[src/rtl/td4_program_sequencer_if.sv]
// td4_program_sequencer_if: host command/load port and CPU control bus of the program sequencer; SEQ_BREAKPOINT_EN adds bp_enable/bp_addr/bp_hit
interface td4_program_sequencer_if #(parameter int PRESCALE_W = 8);
  logic                  cmd_load;
  logic                  cmd_run;
  logic                  cmd_step;
  logic                  cmd_stop;
  logic [PRESCALE_W-1:0] prescale;
  logic                  wr_valid;
  logic [7:0]            wr_data;
  logic                  wr_ready;
  logic                  load_done;
  logic [3:0]            cpu_pc;
  logic [3:0]            cpu_opcode;
  logic [3:0]            cpu_imm;
  logic                  cpu_exec;
  logic                  cpu_rst_n;
  logic                  step_done;
  logic                  halted;
  logic [2:0]            state;
`ifdef SEQ_BREAKPOINT_EN
  logic                  bp_enable;
  logic [3:0]            bp_addr;
  logic                  bp_hit;
  modport master (
    output cmd_load, cmd_run, cmd_step, cmd_stop, prescale, wr_valid, wr_data, cpu_pc, bp_enable, bp_addr,
    input  wr_ready, load_done, cpu_opcode, cpu_imm, cpu_exec, cpu_rst_n, step_done, halted, state, bp_hit
  );
  modport slave (
    input  cmd_load, cmd_run, cmd_step, cmd_stop, prescale, wr_valid, wr_data, cpu_pc, bp_enable, bp_addr,
    output wr_ready, load_done, cpu_opcode, cpu_imm, cpu_exec, cpu_rst_n, step_done, halted, state, bp_hit
  );
`else
  modport master (
    output cmd_load, cmd_run, cmd_step, cmd_stop, prescale, wr_valid, wr_data, cpu_pc,
    input  wr_ready, load_done, cpu_opcode, cpu_imm, cpu_exec, cpu_rst_n, step_done, halted, state
  );
  modport slave (
    input  cmd_load, cmd_run, cmd_step, cmd_stop, prescale, wr_valid, wr_data, cpu_pc,
    output wr_ready, load_done, cpu_opcode, cpu_imm, cpu_exec, cpu_rst_n, step_done, halted, state
  );
`endif
endinterface

[src/rtl/td4_program_sequencer.sv]
// td4_program_sequencer: 16x8 program store plus load/run/step sequencer for a TD4-style core; SEQ_BREAKPOINT_EN adds a run-mode PC breakpoint
module td4_program_sequencer #(
  parameter int PRESCALE_W = 8
) (
  input logic clk,
  input logic rst,
  td4_program_sequencer_if.slave bus
);
  typedef enum logic [2:0] {
    IDLE  = 3'd0,
    LOAD  = 3'd1,
    FETCH = 3'd2,
    EXEC  = 3'd3,
    WAIT  = 3'd4,
    HALT  = 3'd5
  } state_t;

  state_t                state_q, state_d;
  logic                  run_q, run_d;
  logic [3:0]            waddr_q, waddr_d;
  logic [PRESCALE_W-1:0] cnt_q, cnt_d;
  logic [3:0]            opc_q, imm_q;
  logic                  load_done_q, load_done_d;
  logic                  step_done_q, step_done_d;
  logic                  rst_q;
  logic                  we;
  logic                  fetch;
  logic [7:0]            mem [16];
  logic [7:0]            rd;
`ifdef SEQ_BREAKPOINT_EN
  logic                  bp_q, bp_d;
`endif

  assign rd = mem[bus.cpu_pc];

  // next-state and pulse decode; a jump-to-self fetch is the halt condition
  always_comb begin
    state_d     = state_q;
    run_d       = run_q;
    waddr_d     = waddr_q;
    cnt_d       = cnt_q;
    we          = 1'b0;
    fetch       = 1'b0;
    load_done_d = 1'b0;
    step_done_d = 1'b0;
`ifdef SEQ_BREAKPOINT_EN
    bp_d        = 1'b0;
`endif
    case (state_q)
      IDLE: begin
        if (!bus.cmd_stop) begin
          if (bus.cmd_load) begin
            state_d = LOAD;
            waddr_d = 4'd0;
          end else if (bus.cmd_run || bus.cmd_step) begin
            state_d = FETCH;
            run_d   = bus.cmd_run;
          end
        end
      end
      LOAD: begin
        we      = bus.wr_valid;
        waddr_d = waddr_q + 4'(we);
        if (bus.cmd_stop) state_d = IDLE;
        else if (we && waddr_q == 4'd15) begin
          state_d     = IDLE;
          load_done_d = 1'b1;
        end
      end
      FETCH: begin
        fetch   = 1'b1;
        state_d = (rd[7:4] == 4'hF && rd[3:0] == bus.cpu_pc) ? HALT : EXEC;
`ifdef SEQ_BREAKPOINT_EN
        if (run_q && bus.bp_enable && bus.cpu_pc == bus.bp_addr) begin
          state_d = IDLE;
          bp_d    = !bus.cmd_stop;
        end
`endif
        if (bus.cmd_stop) state_d = IDLE;
      end
      EXEC: begin
        state_d     = (run_q && !bus.cmd_stop) ? WAIT : IDLE;
        cnt_d       = bus.prescale;
        step_done_d = !run_q;
      end
      WAIT: begin
        state_d = bus.cmd_stop ? IDLE : (cnt_q == '0 ? FETCH : WAIT);
        cnt_d   = cnt_q - 1'b1;
      end
      HALT: begin
        if (bus.cmd_stop) state_d = IDLE;
        else if (bus.cmd_load) begin
          state_d = LOAD;
          waddr_d = 4'd0;
        end
      end
      default: state_d = IDLE;
    endcase
  end

  // control registers; rst_q keeps the CPU in reset for the cycle after rst
  always_ff @(posedge clk) begin
    if (rst) begin
      state_q     <= IDLE;
      run_q       <= 1'b0;
      waddr_q     <= 4'd0;
      cnt_q       <= '0;
      opc_q       <= 4'd0;
      imm_q       <= 4'd0;
      load_done_q <= 1'b0;
      step_done_q <= 1'b0;
      rst_q       <= 1'b1;
`ifdef SEQ_BREAKPOINT_EN
      bp_q        <= 1'b0;
`endif
    end else begin
      state_q     <= state_d;
      run_q       <= run_d;
      waddr_q     <= waddr_d;
      cnt_q       <= cnt_d;
      load_done_q <= load_done_d;
      step_done_q <= step_done_d;
      rst_q       <= 1'b0;
      if (fetch) {opc_q, imm_q} <= rd;
`ifdef SEQ_BREAKPOINT_EN
      bp_q        <= bp_d;
`endif
    end
  end

  // program store survives reset; a write coinciding with rst is dropped
  always_ff @(posedge clk) begin
    if (!rst && we) mem[waddr_q] <= bus.wr_data;
  end

  assign bus.wr_ready   = state_q == LOAD;
  assign bus.load_done  = load_done_q;
  assign bus.cpu_opcode = opc_q;
  assign bus.cpu_imm    = imm_q;
  assign bus.cpu_exec   = state_q == EXEC;
  assign bus.cpu_rst_n  = !rst_q && state_q != LOAD;
  assign bus.step_done  = step_done_q;
  assign bus.halted     = state_q == HALT;
  assign bus.state      = state_q;
`ifdef SEQ_BREAKPOINT_EN
  assign bus.bp_hit     = bp_q;
`endif
endmodule

[src/flat_wrapper.sv]
// flat-port wrapper written by rule: the top's interface ports become plain ports
module td4_program_sequencer_flat 
#(
  parameter int PRESCALE_W = 8
)
  (clk, rst, bus_cmd_load, bus_cmd_run, bus_cmd_step, bus_cmd_stop, bus_prescale, bus_wr_valid, bus_wr_data, bus_cpu_pc, bus_wr_ready, bus_load_done, bus_cpu_opcode, bus_cpu_imm, bus_cpu_exec, bus_cpu_rst_n, bus_step_done, bus_halted, bus_state);
  td4_program_sequencer_if #(.PRESCALE_W(PRESCALE_W)) bus_i ();
  input logic clk;
  input logic rst;
  input wire logic [$bits(bus_i.cmd_load)-1:0] bus_cmd_load;
  input wire logic [$bits(bus_i.cmd_run)-1:0] bus_cmd_run;
  input wire logic [$bits(bus_i.cmd_step)-1:0] bus_cmd_step;
  input wire logic [$bits(bus_i.cmd_stop)-1:0] bus_cmd_stop;
  input wire logic [$bits(bus_i.prescale)-1:0] bus_prescale;
  input wire logic [$bits(bus_i.wr_valid)-1:0] bus_wr_valid;
  input wire logic [$bits(bus_i.wr_data)-1:0] bus_wr_data;
  input wire logic [$bits(bus_i.cpu_pc)-1:0] bus_cpu_pc;
  output wire logic [$bits(bus_i.wr_ready)-1:0] bus_wr_ready;
  output wire logic [$bits(bus_i.load_done)-1:0] bus_load_done;
  output wire logic [$bits(bus_i.cpu_opcode)-1:0] bus_cpu_opcode;
  output wire logic [$bits(bus_i.cpu_imm)-1:0] bus_cpu_imm;
  output wire logic [$bits(bus_i.cpu_exec)-1:0] bus_cpu_exec;
  output wire logic [$bits(bus_i.cpu_rst_n)-1:0] bus_cpu_rst_n;
  output wire logic [$bits(bus_i.step_done)-1:0] bus_step_done;
  output wire logic [$bits(bus_i.halted)-1:0] bus_halted;
  output wire logic [$bits(bus_i.state)-1:0] bus_state;
  assign bus_i.cmd_load = bus_cmd_load;
  assign bus_i.cmd_run = bus_cmd_run;
  assign bus_i.cmd_step = bus_cmd_step;
  assign bus_i.cmd_stop = bus_cmd_stop;
  assign bus_i.prescale = bus_prescale;
  assign bus_i.wr_valid = bus_wr_valid;
  assign bus_i.wr_data = bus_wr_data;
  assign bus_i.cpu_pc = bus_cpu_pc;
  assign bus_wr_ready = bus_i.wr_ready;
  assign bus_load_done = bus_i.load_done;
  assign bus_cpu_opcode = bus_i.cpu_opcode;
  assign bus_cpu_imm = bus_i.cpu_imm;
  assign bus_cpu_exec = bus_i.cpu_exec;
  assign bus_cpu_rst_n = bus_i.cpu_rst_n;
  assign bus_step_done = bus_i.step_done;
  assign bus_halted = bus_i.halted;
  assign bus_state = bus_i.state;
  td4_program_sequencer #(.PRESCALE_W(PRESCALE_W)) u_core (.clk(clk), .rst(rst), .bus(bus_i));
endmodule
[config.mk]
export PLATFORM = sky130hd
export DESIGN_NAME = td4_program_sequencer_flat
export DESIGN_NICKNAME = d
export VERILOG_FILES = /design/src/rtl/td4_program_sequencer_if.sv /design/src/rtl/td4_program_sequencer.sv /design/src/flat_wrapper.sv
export SDC_FILE = /design/constraint.sdc
export NUM_CORES = 1
export LEC_CHECK = 0
export CELL_PAD_IN_SITES_DETAIL_PLACEMENT = 2
export CELL_PAD_IN_SITES_GLOBAL_PLACEMENT = 2
export CORE_ASPECT_RATIO = 1.4
export CORE_MARGIN = 5
export CORE_UTILIZATION = 39
export CTS_CLUSTER_SIZE = 24
export DETAILED_ROUTE_END_ITERATION = 12
export GPL_TIMING_DRIVEN = 0
export HOLD_SLACK_MARGIN = 0.02
export PLACE_DENSITY_LB_ADDON = 0.1
export SLEW_MARGIN = 30
export SYNTH_ARGS = -nofsm -noshare
export SYNTH_HDL_FRONTEND = slang
export SYNTH_SLANG_ARGS = --single-unit
[constraint.sdc]
create_clock -name clk -period 2.3 [get_ports clk]
set_input_delay 0.345 -clock clk [delete_from_list [all_inputs] [get_ports clk]]
set_output_delay 0.345 -clock clk [all_outputs]
set_load 0.01 [all_outputs]
==> results.toml <==
[logic_synthesis]
ys_seq_area_frac = 0.659
synth_area_leader_cell = "edfxtp_1"
synth_nets = 453
ys_async_sr_fraction = 0
avgSynthCellArea_um2 = 15.7
yosys_register_bits = 155
syn_inst = 423
synth_edf_count = 128
synth_top_cell_area_share = 0.578
synth.distinct_cells = 54
synth.area.top_cells = "edfxtp_1 (58%), dfxtp_1 (8.1%), mux4_1 (7.9%)"
yosys_warnings = 0
ys.flop_type = "edfxtp_1"
syn_area_mm2 = 0.00665

[clock_network]
worstSkewPairLatency_ns = 0.43
hold_buffers = 0
cts_sinks = 155
cts-root-buf = "clkbuf_16"
tritoncts = "built"
clk_pin_slew_ns = 0.06
cts_buffer_depth = 2
cts_made_buffers = 17
htreeDepth = 4

[hold_path]
hold_depth = 2
hp-class = "in2reg"

[sta]
final-setup-viol-count = 0
slew_viol_final = 0
finalWorstSetupSlack_ns = 0.0776
finalCritPeriodShare = 0.966
slew_headroom = 0.565
tns_ns = 0
finalCriticalPeriod_ns = 2.22
max_freq_ghz = 0.450
tightest_slew_ns = 0.653
hold_viol = 0
timing.hold.ws_ns = 0.177
skew_ns = 0.0112

[setup_path]
worstSetupPathType = "reg2out"
rrSetupSlack_ns = 0.17
slowest_stage = "clkdlybuf4s50_1"
rr_worst_depth = 7
required_ns = 1.96
cp_num_cells = 4
cp.buffers_inverters = 2
worstSetupEndpointType = "primary output"
crit_chain = "nand2b_2 > nor2_4 > buf_4 > clkdlybuf4s50_1"
start_kind = "flop"
cp_top_family = "buffers and inverters"
reg2reg_from = "u_core.bus.state[1]$_SDFFE_PP0P_"
path_max_fanout = 5
cp.arrival_ns = 1.88
startpoint = "u_core.bus.state[1]$_SDFFE_PP0P_"
crit_end = "bus_wr_ready"
slowest_delay_ns = 0.54
reg2reg_to = "u_core.mem[2][6]$_DFFE_PP_"

[die]
start_util = 0.397
die_h_um = 165
core_area_mm2 = 0.0167
die_w_um = 120
die_area_mm2 = 0.0198
ios = 44
std_cell_rows = 56

[global_route]
grt_pass1_vias = 4438
grt_most_used_layer = "met2"
antenna_found_initial = 0
grt_use_total = 0.203
grt_use_met3 = 0.0387
grt_use_met1 = 0.233
grt_pass1_wl_um = 28700
use_met2 = 0.380
grt_max_degree = 17
gr-total-overflow = 0

[finish]
area_delta_synth_final_pct = 26.4
final_cells = 717
ff_latch_area_mm2 = 0.00439
n_fill_cell = 1542
num-nets-final = 531
drive_gt1_frac = 0.235
n_antenna_cell = 0
multiInputGateArea_mm2 = 0.00221

[routing]
vias_per_cell = 5.66
drc = 0
routed_wl_um = 18900
num_vias = 4055
drt-initial-drc-count = 152
antenna_left = 0
avgRoutedWirePerCell_um = 26.4
drtPass1Iterations = 4

[power]
power_leakage_uw = 0.00281
powerDensity_mw_per_mm2 = 759
ir_drop_mv = 0.658

[job]
cap_violations = 0

[placed_design]
place_inst = 668
gp_congestion = 0.803
hpwl_um = 12300
io_buffers = 40
pre_cts_slack_ns = -0.803

[run_status]
status = "finished clean"
==> power by group <==
part           total, uW  internal, uW  switching, uW
Clock               2890          1650           1250
Combinational        428           203            225
Sequential          3060          3050           11.8
==> how the worst min path moves through the flow <==
stage / slack (ns) / from / endpoint
final: 0.18 / bus_cmd_stop / u_core.bus.state[0]$_SDFFE_PP0P_
after global routing: 0.17 / bus_cmd_stop / u_core.bus.load_done$_SDFF_PP0_
after CTS: 0.16 / bus_cmd_stop / u_core.bus.load_done$_SDFF_PP0_
after detailed placement: 0.45 / u_core.bus.cpu_imm[2]$_SDFFE_PP0N_ / u_core.bus.cpu_imm[2]$_SDFFE_PP0N_
after global placement: 0.45 / u_core.bus.cpu_imm[2]$_SDFFE_PP0N_ / u_core.bus.cpu_imm[2]$_SDFFE_PP0N_
after floorplan: 0.37 / rst / u_core.rst_q$_DFF_P_
==> layer usage <==
layer  share of wire  routed length (um)  vias to the layer above
met5               0                   0                        -
met4           0.013                 240                        0
met3           0.039                 730                       19
li1                -                   -                     1824
met1            0.39                7380                     2122
met2            0.56               10600                       90
==> stage by stage <==
stage | utilization | area (um2) | power (uW)
CTS | 0.495 | 8300 | 6410
global route | 0.502 | 8410 | 6630
detailed placement | 0.442 | 7400 | 3530
global placement | 0.437 | 7330 | 3510
finish | 0.502 | 8410 | 6380
floorplan | - | 6670 | 3350
==> worst register-to-register path, stage by stage (launching register included) <==
cell and delay [ns]:
dfxtp_2 0.36, nand2b_2 0.23, nor2_4 0.17, nand3b_1 0.12, nor2_1 0.16, nand2_2 0.19, nor3_4 0.36, buf_4 0.25
==> placed cells by master (no fill, tap or decap), types with 5 or more instances in the layout <==
cell	instances
a21oi_1	15
a22oi_1	5
buf_12	12
buf_4	11
buf_6	6
clkbuf_16	17
clkbuf_8	8
clkdlybuf4s50_1	38
dfxtp_1	23
edfxtp_1	128
inv_1	6
inv_6	5
mux2i_1	18
mux4_1	20
mux4_2	9
nand2_1	24
nand3_1	9
nor2_1	30
nor2_4	12
nor3_1	12
==> flip-flops by register name, indices dropped and copies added, names as in the netlist <==
register	cells
u_core.mem	128
u_core.bus.cpu_opcode	4
u_core.cnt_q	8
u_core.bus.cpu_imm	4
u_core.bus.state	3
u_core.waddr_q	4
u_core.run_q	1
u_core.rst_q	1
u_core.bus.load_done	1
u_core.bus.step_done	1
==> cells by family after synthesis <==
group / Yosys count / share of synthesized area
compound gates: 48 / 0.0504
flops: 155 / 0.659
xor+xnor: 5 / 0.00659
mux: 48 / 0.140
buf+inv: 31 / 0.0395
fa+ha+maj: 4 / 0.00715
simple gates: 132 / 0.0971
==> cell usage after synthesis, drive strengths merged (4+ instances only) <==
cell type,n
nand3,11
nor2,42
inv,7
or3,5
mux4,29
edfxtp,128
buf,9
and3,4
dfxtp,27
nor4,4
nor2b,4
a21oi,15
nand2,26
nor3,16
o21ai,4
clkbuf,14
a2111oi,4
mux2i,19
nand2b,4
a22oi,5
==> timing repair <==
item                                    4_1_cts  5_1_grt
pin swaps                                    13        5
setup buffers                                13        6
endpoints found under the setup margin      129      105
gates resized for setup                      24       12
==> cell type report <==
type,instances,area share
multi-input cells,237,0.263
well taps,203,0.0302
repair buffers,61,0.0814
inverters,8,0.00417
clock buffers,17,0.0506
flip-flops and latches,155,0.522
clock inverters,15,0.0213
plain buffers,21,0.0278
Power figures use the tool's default switching activity.
